<file path="src/rtl/timer_run_ctrl_pkg.sv">
// Shared constants for the display-timer control path: FSM state codes,
// default clock rates and a counter-width helper.
package timer_run_ctrl_pkg;

    localparam logic [1:0] ST_IDLE  = 2'd0;
    localparam logic [1:0] ST_RUN   = 2'd1;
    localparam logic [1:0] ST_PAUSE = 2'd2;

    localparam int DEF_CLK_HZ  = 50_000_000;
    localparam int DEF_TICK_HZ = 10;

    // Width able to hold 0..n-1, never narrower than one bit.
    function automatic int cnt_width(input int n);
        return (n <= 2) ? 1 : $clog2(n);
    endfunction

endpackage

</file>
<file path="src/rtl/timer_run_ctrl_if.sv">
// Pushbutton inputs and timer control outputs of the run controller.
interface timer_run_ctrl_if;

    logic key_start_n;
    logic key_clear_n;
    logic tick;
    logic clear;
    logic running;
    logic paused;

    modport master (
        output key_start_n, key_clear_n,
        input  tick, clear, running, paused
    );

    modport slave (
        input  key_start_n, key_clear_n,
        output tick, clear, running, paused
    );

endinterface

</file>
<file path="src/rtl/timer_run_ctrl_key_debounce.sv">
// Pushbutton conditioner: 2-FF synchronizer, stable-sample debounce counter
// and a registered one-cycle pulse on each accepted press.
module key_debounce
    import timer_run_ctrl_pkg::*;
#(
    parameter int DEBOUNCE_CYCLES = 1_000_000
) (
    input  logic clk,
    input  logic rst_n,
    input  logic key_n,
    output logic press
);

    localparam int CW = cnt_width(DEBOUNCE_CYCLES);
    localparam logic [CW-1:0] CNT_LAST = CW'(DEBOUNCE_CYCLES - 1);

    logic          sync1_q, sync1_d;
    logic          sync2_q, sync2_d;
    logic          level_q, level_d;
    logic          level_dly_q, level_dly_d;
    logic          press_q, press_d;
    logic [CW-1:0] cnt_q, cnt_d;

    // Counter only runs while the synchronized key disagrees with the accepted level.
    always_comb begin
        sync1_d     = key_n;
        sync2_d     = sync1_q;
        level_d     = level_q;
        cnt_d       = '0;
        if (sync2_q != level_q) begin
            if (cnt_q == CNT_LAST) begin
                level_d = sync2_q;
            end else begin
                cnt_d = cnt_q + 1'b1;
            end
        end
        level_dly_d = level_q;
        press_d     = level_dly_q & ~level_q;
    end

    always_ff @(posedge clk or negedge rst_n) begin
        if (!rst_n) begin
            sync1_q     <= 1'b1;
            sync2_q     <= 1'b1;
            level_q     <= 1'b1;
            level_dly_q <= 1'b1;
            press_q     <= 1'b0;
            cnt_q       <= '0;
        end else begin
            sync1_q     <= sync1_d;
            sync2_q     <= sync2_d;
            level_q     <= level_d;
            level_dly_q <= level_dly_d;
            press_q     <= press_d;
            cnt_q       <= cnt_d;
        end
    end

    assign press = press_q;

endmodule

</file>
<file path="src/rtl/timer_run_ctrl.sv">
// Run controller for the mod-N display timer: debounced start/stop and clear keys,
// IDLE/RUN/PAUSE state machine and the count-enable prescaler.
module timer_run_ctrl
    import timer_run_ctrl_pkg::*;
#(
    parameter int CLK_HZ          = DEF_CLK_HZ,
    parameter int TICK_HZ         = DEF_TICK_HZ,
    parameter int DEBOUNCE_CYCLES = 1_000_000
) (
    input  logic           clk,
    input  logic           rst_n,
    timer_run_ctrl_if.slave bus
);

    localparam int DIV = CLK_HZ / TICK_HZ;
    localparam int PW  = cnt_width(DIV);
    localparam logic [PW-1:0] PRESC_LAST = PW'(DIV - 1);

    if (DIV < 2 || DEBOUNCE_CYCLES < 2) begin : g_param_check
        $error("timer_run_ctrl: DIV and DEBOUNCE_CYCLES must both be >= 2");
    end

    logic          start_ev;
    logic          clear_ev;
    logic [1:0]    state_q, state_d;
    logic [PW-1:0] presc_q, presc_d;
    logic          tick_q, tick_d;
    logic          clear_q, clear_d;
    logic          running_q, running_d;
    logic          paused_q, paused_d;

    key_debounce #(.DEBOUNCE_CYCLES(DEBOUNCE_CYCLES)) u_start_key (
        .clk   (clk),
        .rst_n (rst_n),
        .key_n (bus.key_start_n),
        .press (start_ev)
    );

    key_debounce #(.DEBOUNCE_CYCLES(DEBOUNCE_CYCLES)) u_clear_key (
        .clk   (clk),
        .rst_n (rst_n),
        .key_n (bus.key_clear_n),
        .press (clear_ev)
    );

    // Clear beats start; the prescaler only advances while staying in RUN so a
    // pause-transition edge neither ticks nor moves the phase.
    always_comb begin
        state_d = state_q;
        presc_d = presc_q;
        tick_d  = 1'b0;
        clear_d = 1'b0;
        if (clear_ev) begin
            state_d = ST_IDLE;
            clear_d = 1'b1;
        end else begin
            case (state_q)
                ST_IDLE:  if (start_ev) state_d = ST_RUN;
                ST_RUN:   if (start_ev) state_d = ST_PAUSE;
                ST_PAUSE: if (start_ev) state_d = ST_RUN;
                default:  state_d = ST_IDLE;
            endcase
        end
        if (state_d == ST_IDLE) begin
            presc_d = '0;
        end else if (state_q == ST_RUN && state_d == ST_RUN) begin
            tick_d  = (presc_q == PRESC_LAST);
            presc_d = tick_d ? '0 : presc_q + 1'b1;
        end
        running_d = (state_d == ST_RUN);
        paused_d  = (state_d == ST_PAUSE);
    end

    always_ff @(posedge clk or negedge rst_n) begin
        if (!rst_n) begin
            state_q   <= ST_IDLE;
            presc_q   <= '0;
            tick_q    <= 1'b0;
            clear_q   <= 1'b0;
            running_q <= 1'b0;
            paused_q  <= 1'b0;
        end else begin
            state_q   <= state_d;
            presc_q   <= presc_d;
            tick_q    <= tick_d;
            clear_q   <= clear_d;
            running_q <= running_d;
            paused_q  <= paused_d;
        end
    end

    assign bus.tick    = tick_q;
    assign bus.clear   = clear_q;
    assign bus.running = running_q;
    assign bus.paused  = paused_q;

endmodule

</file>
<file path="src/flat_wrapper.sv">
// flat-port wrapper written by rule: the top's interface ports become plain ports
module timer_run_ctrl_flat import timer_run_ctrl_pkg::*;
#(
    parameter int CLK_HZ          = DEF_CLK_HZ,
    parameter int TICK_HZ         = DEF_TICK_HZ,
    parameter int DEBOUNCE_CYCLES = 1_000_000
)
  (clk, rst_n, bus_key_start_n, bus_key_clear_n, bus_tick, bus_clear, bus_running, bus_paused);
  timer_run_ctrl_if bus_i ();
  input  logic clk;
  input  logic rst_n;
  input wire logic [$bits(bus_i.key_start_n)-1:0] bus_key_start_n;
  input wire logic [$bits(bus_i.key_clear_n)-1:0] bus_key_clear_n;
  output wire logic [$bits(bus_i.tick)-1:0] bus_tick;
  output wire logic [$bits(bus_i.clear)-1:0] bus_clear;
  output wire logic [$bits(bus_i.running)-1:0] bus_running;
  output wire logic [$bits(bus_i.paused)-1:0] bus_paused;
  assign bus_i.key_start_n = bus_key_start_n;
  assign bus_i.key_clear_n = bus_key_clear_n;
  assign bus_tick = bus_i.tick;
  assign bus_clear = bus_i.clear;
  assign bus_running = bus_i.running;
  assign bus_paused = bus_i.paused;
  timer_run_ctrl #(.CLK_HZ(CLK_HZ), .TICK_HZ(TICK_HZ), .DEBOUNCE_CYCLES(DEBOUNCE_CYCLES)) u_core (.clk(clk), .rst_n(rst_n), .bus(bus_i));
endmodule
</file>
<file path="config.mk">
export PLATFORM = sky130hd
export DESIGN_NAME = timer_run_ctrl_flat
export DESIGN_NICKNAME = d
export VERILOG_FILES = /design/src/rtl/timer_run_ctrl_pkg.sv /design/src/rtl/timer_run_ctrl_if.sv /design/src/rtl/timer_run_ctrl_key_debounce.sv /design/src/rtl/timer_run_ctrl.sv /design/src/flat_wrapper.sv
export SDC_FILE = /design/constraint.sdc
export NUM_CORES = 1
export LEC_CHECK = 0
export ABC_CLOCK_PERIOD_IN_PS = 2100
export BUFFER_PORTS_ARGS = -buffer_cell sky130_fd_sc_hd__buf_4
export CORE_AREA = 4 4 85 87
export DETAILED_ROUTE_END_ITERATION = 10
export DIE_AREA = 0 0 89 91
export GPL_TIMING_DRIVEN = 0
export PLACE_DENSITY = 0.77
export SYNTH_ARGS = -nofsm -noshare
export SYNTH_HDL_FRONTEND = slang
export SYNTH_HIERARCHICAL = 1
export SYNTH_SLANG_ARGS = --single-unit
export TNS_END_PERCENT = 100
</file>
<file path="constraint.sdc">
create_clock -name clk -period 2.1 [get_ports clk]
set_input_delay 0.315 -clock clk [delete_from_list [all_inputs] [get_ports clk]]
set_output_delay 0.315 -clock clk [all_outputs]
set_load 0.005 [all_outputs]
</file>
==> results of run 1 <==
[area by class of cell]
| type | instances | area [sq um] | area share (%) |
|---|---|---|---|
| Buffer | 10 | 65.1 | 1.48 |
| Multi-Input combinational cell | 291 | 1880 | 42.7 |
| Inverter | 1 | 3.75 | 0.0853 |
| Clock inverter | 6 | 62.6 | 1.42 |
| Clock buffer | 10 | 128 | 2.90 |
| Sequential cell | 79 | 1990 | 45.2 |
| Tap cell | 77 | 96.3 | 2.19 |
| Timing Repair Buffer | 24 | 178 | 4.04 |
[power groups by stage]
stage	Clock (mW)	Combinational (mW)	Sequential (mW)
final	1.12	0.0756	1.55
after global routing	1.21	0.0879	1.55
after CTS	1.13	0.0711	1.55
after detailed placement	0	0.0700	1.58
after floorplan	0	0.0282	1.57
after global placement	0	0.0694	1.58
[worst paths after layout]
check | start | endpoint | slack (ps) | cells after the start
setup / recovery | u_core/presc_q[16] | u_core/presc_q[17] | -0.02 | 7
hold / removal | bus_key_clear_n | u_core/u_clear_key/sync1_q | 70 | 1
setup reg to reg | u_core/presc_q[16] | u_core/presc_q[17] | -0.02 | 7
hold reg to reg | u_core/u_clear_key/sync1_q | u_core/u_clear_key/sync2_q | 360 | 0
max in group asynchronous | rst_n | u_core/u_start_key/cnt_q[4] | 1380 | 1
min in group asynchronous | rst_n | u_core/presc_q[19] | 100 | 1
[kinds of logic (layout without fill, tap and decap cells)]
group | count (synthesis) | after routing
flops | 79 | 79
simple gates | 178 | 178
fa+ha+maj | 3 | 3
mux | 4 | 4
buf+inv | 11 | 51
xor+xnor | 26 | 26
compound gates | 80 | 80
[metal layers]
layer  routed length (um)  vias up
met4                  167        0
li1                     -     1488
met2                 4020       72
met3                  320       15
met1                 3860     1560
met5                    0        -
[layout by cell type (no fill, tap or decap), types with 2 or more instances in the layout]
cell type   n
a21oi_1    28
a31oi_1    17
a41oi_1     5
and2_1      2
and3_1     13
and4_1      8
buf_2       8
buf_4      23
clkbuf_1    2
clkbuf_8    9
clkinv_2    3
clkinv_4    2
dfrtp_1    71
dfstp_2     8
ha_1        3
mux2_2      3
nand2_1    36
nand2b_1    4
nand3_1    22
nand3_4     2
nand3b_1    2
nand4_1     5
nand4b_1    3
nor2_1     39
nor2b_1     4
nor3_1      3
nor4_1      4
nor4_4      3
nor4b_1     4
o21ai_0    14
o21ai_1     2
o31ai_1     6
o41ai_4     2
or3_1      10
or4_1       6
or4b_4      2
xnor2_1    10
xor2_1     16
[critical path: cells and delay by family (launching register included)]
family,cells,cell delay (ps)
AOI/OAI and AO/OA,2,290
buffers and inverters,2,290
and+or+nand+nor,3,990
DFF,1,410
[what timing repair did]
| action | CTS | global route |
|---|---|---|
| setup buffers | 3 | 13 |
| cloned | 0 | 1 |
| setup endpoints to repair | 21 | 42 |
| gates resized for setup | 3 | 7 |
| pin swaps | 4 | 8 |
[flip-flops by register name, indices dropped and copies added (netlist names), 2 cells and up]
name and cells:
u_core/presc_q 23, u_core/u_clear_key/cnt_q 20, u_core/state_q 2, u_core/u_start_key/cnt_q 20
==> impl_metrics.yaml, run 1 <==
power:
  p_comb_share_pct: 2.8
  switchingPower_mw: 0.632
  clkPwrFrac_pct: 40.8
  p_leak_nw: 1.91
  ir_worst_vdd_mv: 0.373
  power_density_mw_per_mm2: 623
  p_int_mw: 2.11
  p_sw_share_pct: 23.1
  seqPwrFrac_pct: 56.5
  power_mw: 2.74
placed_design:
  io_buffers: 7
  place_hpwl_mm: 5.22
  dp.cells: 465
  dpl-instance-area_sq_mm: 0.00403
  pre_cts_slack_ps: -90.2
  place_congestion: 0.839
logic_synthesis:
  yosysWarningCount: 6
  synth_edf_count: 0
  synthCells: 381
  syn_nets: 388
  synth_top_family_by_area: "simple AND/OR/NAND/NOR gates"
  synth_seq_cells: 79
  synth.distinct_cells: 48
  yosys.area.top_type_share_pct: 45.7
  synth-compound-area-share_pct: 13.4
  synthFlopType: "dfrtp_1"
  synth_fa_ha_area_share_pct: 0.966
  synthXorXnorAreaFrac_pct: 5.86
  yosysMostFrequentCell: "dfrtp_1"
  yosysSeqAreaShare_pct: 51.1
  syn_area_sq_mm: 0.00388
  ys_top_cells_by_count: "71 x dfrtp_1, 39 x nor2_1, 37 x nand2_1"
  synth_top_cell_by_area: "dfrtp_1"
  synthTopCellsByArea: "dfrtp_1 46%, dfstp_2 5.4%, nor2_1 3.8%, a21oi_1 3.6%, xor2_1 3.6%"
  yosys.area_share.simple_pct: 25.8
  avgSynthCellArea_sq_um: 10.2
  synthMuxAreaShare_pct: 1.13
  synthArstFlopShare_pct: 100
drt:
  vias_per_cell: 6.30
  routedWlPerCell_um: 16.8
  drt_pass1_iterations: 4
  num_vias: 3135
  drc: 0
  dr.first_iter.drc_count: 203
  finalWirelength_mm: 8.37
  drtAntennaViolNets: 0
global_route:
  grt-ovfl-total: 0
  grt_max_degree: 80
  grt_use_met1_pct: 30.2
  gr-usage-met3_pct: 4.80
  grt_pass1_wl_mm: 13.8
  grt.busiest_layer: "met2"
  grt_pass1_vias: 2943
  track_usage_pct: 21.4
  grt_use_met2_pct: 31.7
  antenna_found_initial: 0
critical_path:
  crit_chain: "or4b_4 -> nor4_4 -> a21oi_2 -> buf_6 -> buf_8 -> a32oi_2 -> nand2_1"
  worstPathArrival_ps: 2350
  crit_fanout: 10
  slowest_stage: "or4b_4"
  cp-end-kind: "flip-flop"
  crit_type: "reg -> reg"
  required_ps: 2350
  critPathLaunchType: "flip-flop"
  cp_slowest_stage_delay_ps: 570
clock_network:
  cts_sinks: 79
  ctsHtreeMaxLevel: 3
  cts-root-buf: "clkbuf_8"
  clk_latency_ps: 360
  holdBufCountCts: 0
  cts_buffer_depth: 2
  cts_made_buffers: 9
  clkTransAtPathRegs_ps: 90
  cts_tree: "built"
finish:
  fin_cells: 498
  antenna_cells: 0
  drive_gt1_share_pct: 17.3
  nNetsFinal: 423
  final_core_util_pct: 69.3
  syn_to_final_growth_pct: 13.3
  fillers: 458
  finalInstanceArea_sq_mm: 0.00440
hold_path:
  holdCritPathClass: "in -> reg"
floorplanning:
  row_count: 29
  die_h_um: 91
  num_io_pins: 8
  core_sq_mm: 0.00635
  start_util_pct: 61.2
  fp.dieArea_sq_mm: 0.00810
  die_w_um: 89
job:
  max_cap_viol_count: 0
timing:
  min_period_ps: 2100
  clock_skew_ps: 11.3
  fin_crit_sh_pct: 100
  drv_slew: 0
  tns_ps: -0.0215
  timing.fmax_mhz: 476
  setup_viol: 1
  rsz0062_at_grt: "true"
  holdWs_ps: 65.5
  tightest_slew_ps: 957
  fin_ws_ps: -0.0215
  slew_headroom_pct: 36.2
  hold_viol: 0
status:
  violations: "setup timing"
  outcome: "finished with violations"
No activity file was read; power rests on OpenSTA's default activity.
==> inputs of run 2 (changes only) <==
Settings changed: ABC_AREA from default to 1, ABC_CLOCK_PERIOD_IN_PS 2100 to 2000, CORE_AREA 4 4 85 87 to 4 4 96 89, DIE_AREA 0 0 89 91 to 0 0 100 93, PLACE_DENSITY 0.77 to 0.78.
Clock period 2.1 ns to 2 ns, I/O delays scaled along.
==> run 2 against run 1 <==
  * The flow now finishes without violations
  * Flip-flop and latch count is the same
  * Critical path depth grew 4
  * First-iteration DRC count shrank 12%
  * Largest cell class is now multi-input combinational cells
  * Synthesized cell count grew 61%
  * Clock skew shrank 3.5 ps
  * Sequential share of layout area shrank 5.1 points
  * Setup slack gained 270 ps
  * Final cell count grew 47%
  * Count of clock-buffer cells in the layout is the same
==> impl_metrics.yaml, run 2 <==
status:
  outcome: "completed"
critical_path:
  cp_top_family: "simple AND/OR/NAND/NOR gates"
  crit_chain: "ha_1 -> nand2_2 -> nor2_4 -> nand2_2 -> nor2_1 -> nand3_1 -> nand2_1 -> nor2_2 -> buf_6 -> nand2_1 -> nand2_1"
  cp_slowest_stage_delay_ps: 380
  critPathLaunchType: "flip-flop"
  cp-end-kind: "flip-flop"
  cpMostUsedCell: "nand2_1"
  path_buf_inv: 1
  required_ps: 2240
  crit_type: "reg -> reg"
  slowest_stage: "dfrtp_1"
  crit_fanout: 10
  worstPathArrival_ps: 1960
timing:
  hold_viol: 0
  tns_ps: 0
  rsz0062_at_grt: "false"
  clock_skew_ps: 7.77
  min_period_ps: 1730
  timing.fmax_mhz: 579
  fin_crit_sh_pct: 86.4
  drv_slew: 0
  tightest_slew_ps: 973
  setup_viol: 0
  slew_headroom_pct: 35.2
  holdWs_ps: 52.6
drt:
  routedWlPerCell_um: 13.4
  drc: 0
  drtAntennaViolNets: 0
  finalWirelength_mm: 9.85
  dr.first_iter.drc_count: 178
  drt_pass1_iterations: 5
  num_vias: 3902
  vias_per_cell: 5.32
floorplanning:
  row_count: 30
  die_h_um: 93
  core_sq_mm: 0.00747
  fp.dieArea_sq_mm: 0.00930
  start_util_pct: 61.7
  num_io_pins: 8
  die_w_um: 100
logic_synthesis:
  synth_top_cell_by_area: "dfrtp_1"
  ys_top_cells_by_count: "159 x nand2_1, 104 x nor2_1, 71 x dfrtp_1"
  synth_edf_count: 0
  yosysMostFrequentCell: "nand2_1"
  synth.distinct_cells: 31
  yosysWarningCount: 6
  syn_area_sq_mm: 0.00461
  synth_seq_cells: 79
  synthArstFlopShare_pct: 100
  avgSynthCellArea_sq_um: 7.51
  yosysSeqAreaShare_pct: 43.1
  syn_nets: 621
  yosys.area.top_type_share_pct: 38.5
  synthFlopType: "dfrtp_1"
  synthCells: 614
  synthTopCellsByArea: "dfrtp_1 39%, nand2_1 13%, nor2_1 8.5%, inv_1 5.7%, dfstp_2 4.6%"
finish:
  syn_to_final_growth_pct: 7.71
  final_core_util_pct: 66.5
  reg.largest.list: "u_core/presc_q x23, u_core/u_clear_key/cnt_q x20, u_core/u_start_key/cnt_q x20"
  fillers: 670
  layout_commonest_cell: "nand2_1"
  nNetsFinal: 639
  drive_gt1_share_pct: 16.3
  largest_register: "u_core/presc_q"
  finalInstanceArea_sq_mm: 0.00497
  final_cell_mix: "159 x nand2_1, 104 x nor2_1, 71 x dfrtp_1, 70 x inv_1, 40 x nand3_1"
  antenna_cells: 0
  multi_input_area_sq_mm: 0.00229
  final-seq-area_sq_mm: 0.00199
  largest_register_ffs: 23
clock_network:
  clk_latency_ps: 350
  cts-root-buf: "clkbuf_8"
  ctsResizeCount: 0
  holdBufCountCts: 0
  cts_sinks: 79
  cts_made_buffers: 9
  cts_tree: "built"
  clkTransAtPathRegs_ps: 90
  ctsHtreeMaxLevel: 3
  post_cts_buffers: 0
  cts_buffer_depth: 2
placed_design:
  place_hpwl_mm: 7.10
  io_buffers: 7
  dpl-instance-area_sq_mm: 0.00478
  place_congestion: 0.927
hold_path:
  holdCritPathClass: "in -> reg"
global_route:
  grt_pass1_vias: 3816
  grt_pass1_wl_mm: 17.5
  gr-usage-met3_pct: 3.80
  grt_max_degree: 80
  grt.busiest_layer: "met2"
  track_usage_pct: 23.6
  grt_use_met2_pct: 39.3
  antenna_found_initial: 0
  grt-ovfl-total: 0
  grt_use_met1_pct: 30.6
power:
  ir_worst_vdd_mv: 0.493
  power_density_mw_per_mm2: 564
  p_leak_nw: 2.29
job:
  max_cap_viol_count: 0
==> run 2: where the power goes <==
group | switching, mW | total, mW | internal (mW)
combinational | 0.0590 | 0.0759 | 0.0169
clock | 0.614 | 1.10 | 0.488
sequential | 0.0104 | 1.62 | 1.61
total | 0.684 | 2.80 | 2.12
==> run 2: kinds of logic after synthesis <==
logic type	after synthesis	share of synthesized area [%]
xor gates and xnor gates	27	5.45
buffers and inverters	83	7.30
and+or+nand+nor	399	40.6
DFF	79	43.1
AOI/OAI and AO/OA	23	2.74
adders and majority gates	3	0.814
==> run 2: worst paths after layout <==
path | from | end | slack [ps] | cells past startpoint
worst max-delay path | u_core/presc_q[0] | u_core/presc_q[14] | 270 | 11
worst min-delay path | bus_key_start_n | u_core/u_start_key/sync1_q | 50 | 1
worst max register to register | u_core/presc_q[0] | u_core/presc_q[14] | 270 | 11
worst min register to register | u_core/u_start_key/sync1_q | u_core/u_start_key/sync2_q | 360 | 0
max in group asynchronous | rst_n | u_core/u_clear_key/cnt_q[2] | 1280 | 1
min in group asynchronous | rst_n | u_core/presc_q[9] | 110 | 1
==> run 2: per-stage QoR <==
| stage | cells | worst slack, ps | power [mW] |
|---|---|---|---|
| after floorplan | 614 | 581 | 1.69 |
| after CTS | 733 | 309 | 2.85 |
| final | 733 | 273 | 2.80 |
| after global routing | 733 | 156 | 2.93 |
| after detailed placement | 717 | 329 | 1.73 |
| after global placement | 717 | 375 | 1.73 |
==> run 2: layout make-up <==
| class | count | area share (%) |
|---|---|---|
| Sequential cell | 79 | 40.0 |
| Buffer | 9 | 1.18 |
| Clock inverter | 6 | 0.907 |
| Clock buffer | 10 | 2.77 |
| Tap cell | 96 | 2.42 |
| Inverter | 74 | 5.59 |
| Timing Repair Buffer | 7 | 1.06 |
| Multi-Input combinational cell | 452 | 46.1 |
==> run 2: per-layer routing <==
| metal | vias to the layer above | routed length, um |
|---|---|---|
| li1 | 1957 | - |
| met1 | 1818 | 4360 |
| met2 | 98 | 4840 |
| met3 | 29 | 397 |
| met4 | 0 | 249 |
| met5 | - | 0 |
